## src/rtl/pb_bus_pkg.sv

```systemverilog
// Shared types and constants for the parallel board bus cycle controller.
package pb_bus_pkg;

  localparam int PB_ADDR_W = 3;
  localparam int PB_DATA_W = 8;

  typedef enum logic [2:0] {
    INIT,
    IDLE,
    SETUP,
    STROBE,
    HOLD,
    RESP
  } pb_state_t;

  typedef struct packed {
    logic                 write;
    logic [PB_ADDR_W-1:0] address;
    logic                 test_address;
    logic [PB_DATA_W-1:0] data;
  } pb_cmd_t;

  function automatic int unsigned pb_max(input int unsigned a, input int unsigned b);
    return (a > b) ? a : b;
  endfunction

endpackage

```

## src/rtl/pb_phase_timer.sv

```systemverilog
// Loadable down-counter shared by all bus phases; done is high while the count is zero.
module pb_phase_timer #(
  parameter int unsigned     W           = 4,
  parameter logic [W-1:0]    RESET_VALUE = '0
) (
  input  logic         clock,
  input  logic         reset_n,
  input  logic         load,
  input  logic [W-1:0] load_value,
  input  logic         count_en,
  output logic         done
);

  logic [W-1:0] count;

  // Resetting to RESET_VALUE lets the board-reset phase start timing on the first clock after release.
  always_ff @(posedge clock) begin
    if (!reset_n) begin
      count <= RESET_VALUE;
    end else if (load) begin
      count <= load_value;
    end else if (count_en && (count != '0)) begin
      count <= count - 1'b1;
    end
  end

  assign done = (count == '0);

endmodule

```

## src/rtl/pb_cycle_controller.sv

```systemverilog
// Parallel board bus cycle controller: board-reset sequence, then one timed read/write access per command.
// Optional macro PB_WAIT_EN adds the bus_wait input that stretches the strobe up to WAIT_TIMEOUT clocks.
//
// Handshake: a command is taken at any edge where cmd_valid && cmd_ready; cmd_ready is only high in IDLE.
// rsp_valid is a single-cycle pulse with no backpressure; rsp_data/rsp_error are meaningful only with it.
module pb_cycle_controller
  import pb_bus_pkg::*;
#(
  parameter int unsigned RESET_CYCLES  = 100,
  parameter int unsigned SETUP_CYCLES  = 3,
  parameter int unsigned STROBE_CYCLES = 8,
  parameter int unsigned HOLD_CYCLES   = 3,
  parameter int unsigned WAIT_TIMEOUT  = 255
) (
  input  logic                 clock,
  input  logic                 reset_n,
  input  logic                 cmd_valid,
  output logic                 cmd_ready,
  input  logic                 cmd_write,
  input  logic [PB_ADDR_W-1:0] cmd_address,
  input  logic                 cmd_test_address,
  input  logic [PB_DATA_W-1:0] cmd_data,
  output logic                 rsp_valid,
  output logic [PB_DATA_W-1:0] rsp_data,
  output logic                 rsp_error,
  output logic                 busy,
  output logic [PB_DATA_W-1:0] data_out,
  output logic                 data_oe,
  input  logic [PB_DATA_W-1:0] data_in,
  output logic [PB_ADDR_W-1:0] address_out,
  output logic                 test_address_out,
  output logic                 b0_out,
  output logic                 rd_out,
  output logic                 wr_out,
  output logic                 reset_out,
  output pb_state_t            state
`ifdef PB_WAIT_EN
  ,
  input  logic                 bus_wait
`endif
);

  localparam int unsigned MAX_CYCLES =
    pb_max(pb_max(RESET_CYCLES, SETUP_CYCLES), pb_max(STROBE_CYCLES, HOLD_CYCLES));
  localparam int unsigned TW = $clog2(MAX_CYCLES + 1);

  localparam logic [TW-1:0] RESET_LOAD  = TW'(RESET_CYCLES - 1);
  localparam logic [TW-1:0] SETUP_LOAD  = TW'(SETUP_CYCLES - 1);
  localparam logic [TW-1:0] STROBE_LOAD = TW'(STROBE_CYCLES - 1);
  localparam logic [TW-1:0] HOLD_LOAD   = TW'(HOLD_CYCLES - 1);

  pb_cmd_t              cmd_q;
  logic [PB_DATA_W-1:0] read_q;
  logic                 accept;
  logic                 strobe_end;
  logic                 timer_load;
  logic [TW-1:0]        timer_value;
  logic                 timer_en;
  logic                 timer_done;

  assign accept           = cmd_valid && cmd_ready;
  assign address_out      = cmd_q.address;
  assign test_address_out = cmd_q.test_address;
  assign data_out         = cmd_q.data;

`ifdef PB_WAIT_EN
  localparam int unsigned    WW         = $clog2(WAIT_TIMEOUT + 1);
  localparam logic [WW-1:0]  WAIT_LIMIT = WW'(WAIT_TIMEOUT);

  logic [WW-1:0] wait_cnt;
  logic          wait_more;
  logic          timed_out;
  logic          error_q;

  // The strobe is stretched only once its nominal length has elapsed.
  assign wait_more  = bus_wait && (wait_cnt != WAIT_LIMIT);
  assign timed_out  = bus_wait && (wait_cnt == WAIT_LIMIT);
  assign strobe_end = timer_done && !wait_more;
`else
  assign strobe_end = timer_done;
  assign rsp_error  = 1'b0;
`endif

  pb_phase_timer #(
    .W           (TW),
    .RESET_VALUE (RESET_LOAD)
  ) u_timer (
    .clock      (clock),
    .reset_n    (reset_n),
    .load       (timer_load),
    .load_value (timer_value),
    .count_en   (timer_en),
    .done       (timer_done)
  );

  // Each phase loads N-1 on entry and leaves on the edge where the count is already zero.
  always_comb begin
    timer_load  = 1'b0;
    timer_value = '0;
    timer_en    = 1'b0;
    case (state)
      INIT: timer_en = !timer_done;
      IDLE: begin
        if (accept) begin
          timer_load  = 1'b1;
          timer_value = SETUP_LOAD;
        end
      end
      SETUP: begin
        if (timer_done) begin
          timer_load  = 1'b1;
          timer_value = STROBE_LOAD;
        end else begin
          timer_en = 1'b1;
        end
      end
      STROBE: begin
        if (strobe_end) begin
          timer_load  = 1'b1;
          timer_value = HOLD_LOAD;
        end else begin
          timer_en = !timer_done;
        end
      end
      HOLD:    timer_en = !timer_done;
      default: timer_en = 1'b0;
    endcase
  end

  always_ff @(posedge clock) begin
    if (!reset_n) begin
      state     <= INIT;
      reset_out <= 1'b1;
      b0_out    <= 1'b0;
      rd_out    <= 1'b0;
      wr_out    <= 1'b0;
      data_oe   <= 1'b0;
      cmd_q     <= '0;
      cmd_ready <= 1'b0;
      rsp_valid <= 1'b0;
      rsp_data  <= '0;
      busy      <= 1'b1;
      read_q    <= '0;
`ifdef PB_WAIT_EN
      wait_cnt  <= '0;
      error_q   <= 1'b0;
      rsp_error <= 1'b0;
`endif
    end else begin
      rsp_valid <= 1'b0;
      case (state)
        INIT: begin
          if (timer_done) begin
            state     <= IDLE;
            reset_out <= 1'b0;
            b0_out    <= 1'b1;
            cmd_ready <= 1'b1;
            busy      <= 1'b0;
          end
        end
        IDLE: begin
          if (accept) begin
            cmd_q.write        <= cmd_write;
            cmd_q.address      <= cmd_address;
            cmd_q.test_address <= cmd_test_address;
            // Reads leave the previous drive value in place; only the enable matters.
            if (cmd_write) begin
              cmd_q.data <= cmd_data;
              data_oe    <= 1'b1;
            end
            cmd_ready <= 1'b0;
            busy      <= 1'b1;
            state     <= SETUP;
          end
        end
        SETUP: begin
          if (timer_done) begin
            rd_out <= !cmd_q.write;
            wr_out <= cmd_q.write;
            state  <= STROBE;
`ifdef PB_WAIT_EN
            wait_cnt <= '0;
`endif
          end
        end
        STROBE: begin
          if (strobe_end) begin
            rd_out <= 1'b0;
            wr_out <= 1'b0;
            read_q <= cmd_q.write ? '0 : data_in;
            state  <= HOLD;
`ifdef PB_WAIT_EN
            error_q <= timed_out;
`endif
          end
`ifdef PB_WAIT_EN
          else if (timer_done) begin
            wait_cnt <= wait_cnt + 1'b1;
          end
`endif
        end
        HOLD: begin
          if (timer_done) begin
            rsp_valid <= 1'b1;
            rsp_data  <= read_q;
            data_oe   <= 1'b0;
            state     <= RESP;
`ifdef PB_WAIT_EN
            rsp_error <= error_q;
`endif
          end
        end
        RESP: begin
          cmd_ready <= 1'b1;
          busy      <= 1'b0;
          state     <= IDLE;
        end
        default: state <= INIT;
      endcase
    end
  end

endmodule
```

## config.mk

```make
export PLATFORM = sky130hd
export DESIGN_NAME = pb_cycle_controller
export DESIGN_NICKNAME = d
export VERILOG_FILES = /design/src/rtl/pb_bus_pkg.sv /design/src/rtl/pb_phase_timer.sv /design/src/rtl/pb_cycle_controller.sv
export SDC_FILE = /design/constraint.sdc
export NUM_CORES = 1
export LEC_CHECK = 0
export ABC_CLOCK_PERIOD_IN_PS = 1980
export BUFFER_PORTS_ARGS = -buffer_cell sky130_fd_sc_hd__buf_2
export CAP_MARGIN = 20
export CORE_MARGIN = 2
export CORE_UTILIZATION = 45
export DETAILED_ROUTE_END_ITERATION = 6
export GPL_TIMING_DRIVEN = 1
export PLACE_DENSITY = 0.66
export SETUP_SLACK_MARGIN = 0.3
export SYNTH_ARGS = -nofsm -noshare
export SYNTH_HDL_FRONTEND = slang
export SYNTH_SLANG_ARGS = --single-unit
```

## constraint.sdc

```tcl
create_clock -name clock -period 1.98 [get_ports clock]
set_input_delay 0.198 -clock clock [delete_from_list [all_inputs] [get_ports clock]]
set_output_delay 0.198 -clock clock [all_outputs]
set_load 0.05 [all_outputs]
```

## After elaboration in Yosys (flattened, before gate mapping)

Index checks and enable logic that the tools add are counted.

| word-level totals | value |
|---|---|
| register bits | 47 |
| input port bits | 24 |
| output and inout port bits | 32 |

| cells by class | value |
|---|---|
| add/sub/neg operators | 1 |
| eq/ne operators | 11 |
| multiplexer cells | 32 |
| reduce and logical (&&, ||, !) cells | 23 |

Operators by type and width:

| kind | number |
|---|---|
| two-way mux 3 bit | 6 |
| case mux 3 bit (6 select lines) | 1 |
| two-way mux 7 bit | 2 |
| two-way mux 1 bit | 12 |
| != test 2 bit, second input constant | 6 |
| AND reduction 2 bit | 5 |
| case mux 1 bit (3 select lines) | 3 |
| case mux 3 bit (3 select lines) | 1 |
| AND reduction 3 bit | 3 |
| two-way mux 8 bit | 1 |
| case mux 1 bit (2 select lines) | 4 |
| zero test 7 bit | 1 |
| nonzero test 7 bit | 1 |
| subtractor 7 x 1 -> 7 bit, second input constant | 1 |
| == test 3 x 2 -> 1 bit, second input constant | 2 |
| == test 3 bit, second input constant | 2 |
| nonzero test 2 bit | 3 |
| AND reduction 5 bit | 1 |
| two-way mux 2 bit | 2 |
| AND reduction 4 bit | 1 |
| OR reduction 2 bit | 2 |
| == test 3 x 1 -> 1 bit, second input constant | 1 |
| zero test 3 bit | 1 |
| nonzero test 3 bit | 1 |
| other kinds (2) | 4 |

## Longest topological paths before layout

| depth | value |
|---|---|
| depth after elaboration | 7 |
| mapped depth | 7 |
| gate-level depth less buffers | 6 |

## Hierarchy

A second synthesis with hierarchy kept.

| unflattened totals | value |
|---|---|
| cells, all modules | 243 |
| area, all modules | 2094.5 µm² |

By module, submodules not included:

| module | times used | cells each | area each (µm²) | sequential area each (µm²) |
|---|---|---|---|---|
| pb_cycle_controller | 1 | 191 | 1654.1 | 800.8 |
| pb_phase_timer | 1 | 52 | 440.4 | 140.1 |

## Worst setup path after synthesis

Ideal clock, no wire load.

| path | value |
|---|---|
| kind | reg2reg |
| from | register state[0] |
| to | register cmd_q, in the netlist data_out[0] |
| arrival | 1652 ps |
| data required time | 1852 ps |
| path slack | 201 ps |
| cell stages (with the launch flop) | 6 |
| buffers on the path | 1 |
| path through | dfxtp_1 -> and4b_1 -> and3_1 -> buf_2 -> mux2i_1 -> nor2_1 |

| on the way | value |
|---|---|
| cells in the longest elaborated chain, start to end | 2 |

Ends and longest elaborated chain:

| item | line | source |
|---|---|---|
| from (decl) | pb_cycle_controller.sv:36 | `output pb_state_t state` |
| from (signal assigned) | pb_cycle_controller.sv:132 | `state <= INIT;` |
| from (signal assigned) | pb_cycle_controller.sv:154 | `state <= IDLE;` |
| from (signal assigned) | pb_cycle_controller.sv:173 | `state <= SETUP;` |
| == test 3 x 1 -> 1 bit | pb_cycle_controller.sv:151 | `case (state)` |
| AND reduction 3 bit (no line) | -- |  |
| to (decl) | pb_cycle_controller.sv:52 | `pb_cmd_t cmd_q;` |

No other way between the ends.
A chain may end at the register's enable or synchronous reset.

## Worst setup path in the final report

| path | value |
|---|---|
| from | register u_timer.count[2] |
| to | register u_timer.count[0] |

| on the way | value |
|---|---|
| cells in the longest elaborated chain, start to end | 6 |

Ends and longest elaborated chain:

| item | line | source |
|---|---|---|
| from (decl) | pb_phase_timer.sv:14 | `logic [W-1:0] count;` |
| from (signal assigned) | pb_phase_timer.sv:21 | `count <= load_value;` |
| from (signal assigned) | pb_phase_timer.sv:23 | `count <= count - 1'b1;` |
| zero test 7 bit | pb_phase_timer.sv:27 | `assign done = (count == '0);` |
| zero test 1 bit | pb_cycle_controller.sv:102, pb_cycle_controller.sv:122, pb_cycle_controller.sv:125 |  |
| two-way mux 1 bit | pb_cycle_controller.sv:118 | `if (strobe_end) begin` |
| case mux 1 bit (3 select lines) | pb_cycle_controller.sv:101 | `case (state)` |
| logical AND 1 bit | pb_phase_timer.sv:22 | `end else if (count_en && (count != '0)) begin` |
| nonzero test 2 bit (no line) | -- |  |

Several ways; a longest one is shown, not always the timed one.

==> results.md <==
- Warnings from Yosys: 0
- Most frequent cell after synthesis: dfxtp_1
- Layout cells sized above 1: 33.2%
- Pwr/cell area: 651 mW/mm2
- Max-cap viol count: 0
- Clock buffer count from CTS: 5
- Num rows: 24
- VDD IR-drop max: 0.000512 V
- CTS H-tree depth: 2
- Nets@finish: 305
- Via/cell ratio: 5.27
- CTS tree: built
- Final cycle utilization of the critical path: 82.1%
- Post-Synthesis Net Count: 254
- Post-Route WL: 4.53 mm
- Leak: 1.10 nW
- Vias in the first global route: 1541
- Yosys top cell area share: 45.2%
- Die area: 0.00519 mm2
- Final min period: 1.63 ns
- Largest family of logic cells by synthesized area: simple AND/OR/NAND/NOR gates
- Commonest cells in the netlist: 47 x dfxtp_1, 25 x nor2_1, 20 x a21oi_1, 20 x nand2_1, 19 x mux2i_1
- Synthesis-to-finish area growth: 19.4%
- Core area: 0.00441 mm2
- RSZ-0062 raised after global routing: true
- Post-synth EDFFs: 0
- CP required: 2.16 ns
- Compound-Gate Fraction of Synth Area: 14.7%
- First-pass GRT wire length: 7.16 mm
- Tot GR Track Use: 17.3%
- Mapped cell area: 0.00208 mm2
- CP Max Fanout: 7
- M3 GR Usage: 4.44%
- DRT antenna net count: 0
- Chip width: 72.0 um
- Synthesized area per cell: 9.14 um2
- Adder-Cell Fraction of Synth Area: 1.20%
- Crit path DAT: 1.81 ns
- Worst clock skew: 0.00761 ns
- Initial DRC count: 67
- Largest net degree at the start of global routing: 27
- Slew Viols, Final: 0
- Register area share after synthesis: 45.2%
- Final TNS setup: 0 ns
- Placed cell area: 0.00233 mm2
- Gr busiest metal: met2
- DR pass1 iterations: 4
- Synth Area in XOR/XNOR: 0.841%
- DR DRC count: 0
- Avg WL per Cell: 13.7 um
- Post-synthesis mux area share: 9.13%
- Hold_buf cts: 0
- Design area: 0.00249 mm2
- Outcome: finished clean
- DP Wirelength: 3.23 mm
- Worst path bufs/invs: 0
- Gr ovfl total: 0
- Post-Synth Simple-Gate Area: 20.1%
- Min-Delay Path Class: in2reg
- Num Clock Sinks: 47
- Setup crit end kind: register
- GR Util met1: 24.1%
- Maximum clock rate: 0.615 GHz
- Root Driver: clkbuf_8
- Insertion delay to the later sink of the worst-skew pair: 0.29 ns
- Final hold slack: 0.139 ns
- Post-Synthesis Cells: 228
- Final hold violations: 0
- Placer Congestion: 0.863
- Post-synth ARST share: 0%
- CP Class: reg2reg
- Met2 Use GR: 26.7%
- Cell taking the most area after synthesis: dfxtp_1
- Vias: 1748
- Cell variety after synth: 45
- Slowest Stage Delay on Critical Path: 0.60 ns
- ANT cells: 0
- # setup viols final: 0
- Startpoint Class: register
- Synthesized flop and latch total: 47
- Final Util: 56.3%
- Main synth FF type: dfxtp_1
- Top post-synthesis cells by area: dfxtp_1 45%, mux2i_1 9.1%, a21oi_1 4.8%
- # IOs: 56
- Initial Util: 47.2%
- DIE HEIGHT: 72.0 um
- CTS clk-pin slew, worst paths: 0.09 ns
- Crit-path slowest cell: or4_4
- # port buffers: 54
- Delay-heaviest family, CP: simple AND/OR/NAND/NOR gates
- Initial antenna violation count: 0
- Longest Clk Path Bufs: 2
- Worst path cell trace: or4_4 > o21ai_4 > o22ai_1 > or3_1
-- metrics by stage --
stage / setup WS [ns] / std cells / power (mW)
6_report: 0.355 / 332 / 1.62
2_1_floorplan: 0.360 / 228 / 1.04
3_3_place_gp: 0.277 / 319 / 1.08
4_1_cts: 0.306 / 327 / 1.64
3_5_place_dp: 0.273 / 319 / 1.07
5_1_grt: 0.273 / 332 / 1.68
-- worst reg2reg max path: stages (launching register included) --
cell and delay [ns]:
dfxtp_2 0.37, or4_4 0.60, o21ai_4 0.17, o22ai_1 0.09, or3_1 0.30
-- routing by layer --
metal	vias to the layer above	routed length, um
met5	-	0
met2	45	2030
met1	813	2240
li1	888	-
met4	0	25
met3	2	234
-- layout by cell type, fill, tap and decap left out, types with 2 or more instances in the layout --
cell / count
clkinv_1: 2
buf_4: 12
and3_1: 3
a31oi_1: 3
nor4_1: 2
inv_1: 6
nand4_1: 4
mux2i_1: 18
o21a_1: 2
o211ai_1: 3
nor3_1: 2
clkbuf_8: 5
clkinvlp_4: 2
nand2_1: 20
a21oi_1: 20
dfxtp_2: 3
buf_2: 54
nor2_1: 23
dfxtp_1: 43
o21ai_0: 11
nand3b_1: 9
nor2_2: 2
-- worst paths after layout --
| path | from | endpoint | slack, ns | cells past startpoint |
|---|---|---|---|---|
| max | u_timer.count[2]$_SDFFE_PN0P_ | u_timer.count[0]$_SDFFE_PN1P_ | 0.35 | 4 |
| min | cmd_test_address | test_address_out$_SDFFE_PN0P_ | 0.14 | 3 |
| max reg2reg | u_timer.count[2]$_SDFFE_PN0P_ | u_timer.count[0]$_SDFFE_PN1P_ | 0.35 | 4 |
| min reg2reg | read_q[3]$_SDFFE_PN0P_ | read_q[3]$_SDFFE_PN0P_ | 0.46 | 2 |
-- layout make-up --
class	instances	area, um2
clock buffer	5	68.8
clock inverter	3	20.0
fill	413	1930
inverter	9	33.8
multi-input combinational	150	991
sequential	47	948
tap	52	65.1
timing repair buffer	66	360
-- power breakdown --
group | switching (mW) | internal, mW | leakage [nW]
logic | 0.0499 | 0.0413 | 0.674
clock network | 0.317 | 0.246 | 0.0402
registers | 0.0139 | 0.952 | 0.382
-- state kept, by name, indices dropped and copies added (netlist names), 3 cells and up --
name / flops
state: 3
address_out: 3
rsp_data: 8
u_timer.count: 7
data_out: 8
read_q: 8
-- logic make-up (layout without fill, tap and decap cells) --
group,Yosys count,count (layout)
xor gates and xnor gates,2,2
buffers and inverters,31,83
AOI/OAI and AO/OA,49,49
DFF,47,47
and+or+nand+nor,77,77
adders and majority gates,2,2
other,1,1
muxes,19,19
-- timing repair --
action	4_1_cts	5_1_grt
endpoints found under the setup margin	3	29
setup buffers	0	5
pin swaps	0	2
gates resized for setup	2	11
No activity file was read; power rests on OpenSTA's default activity.
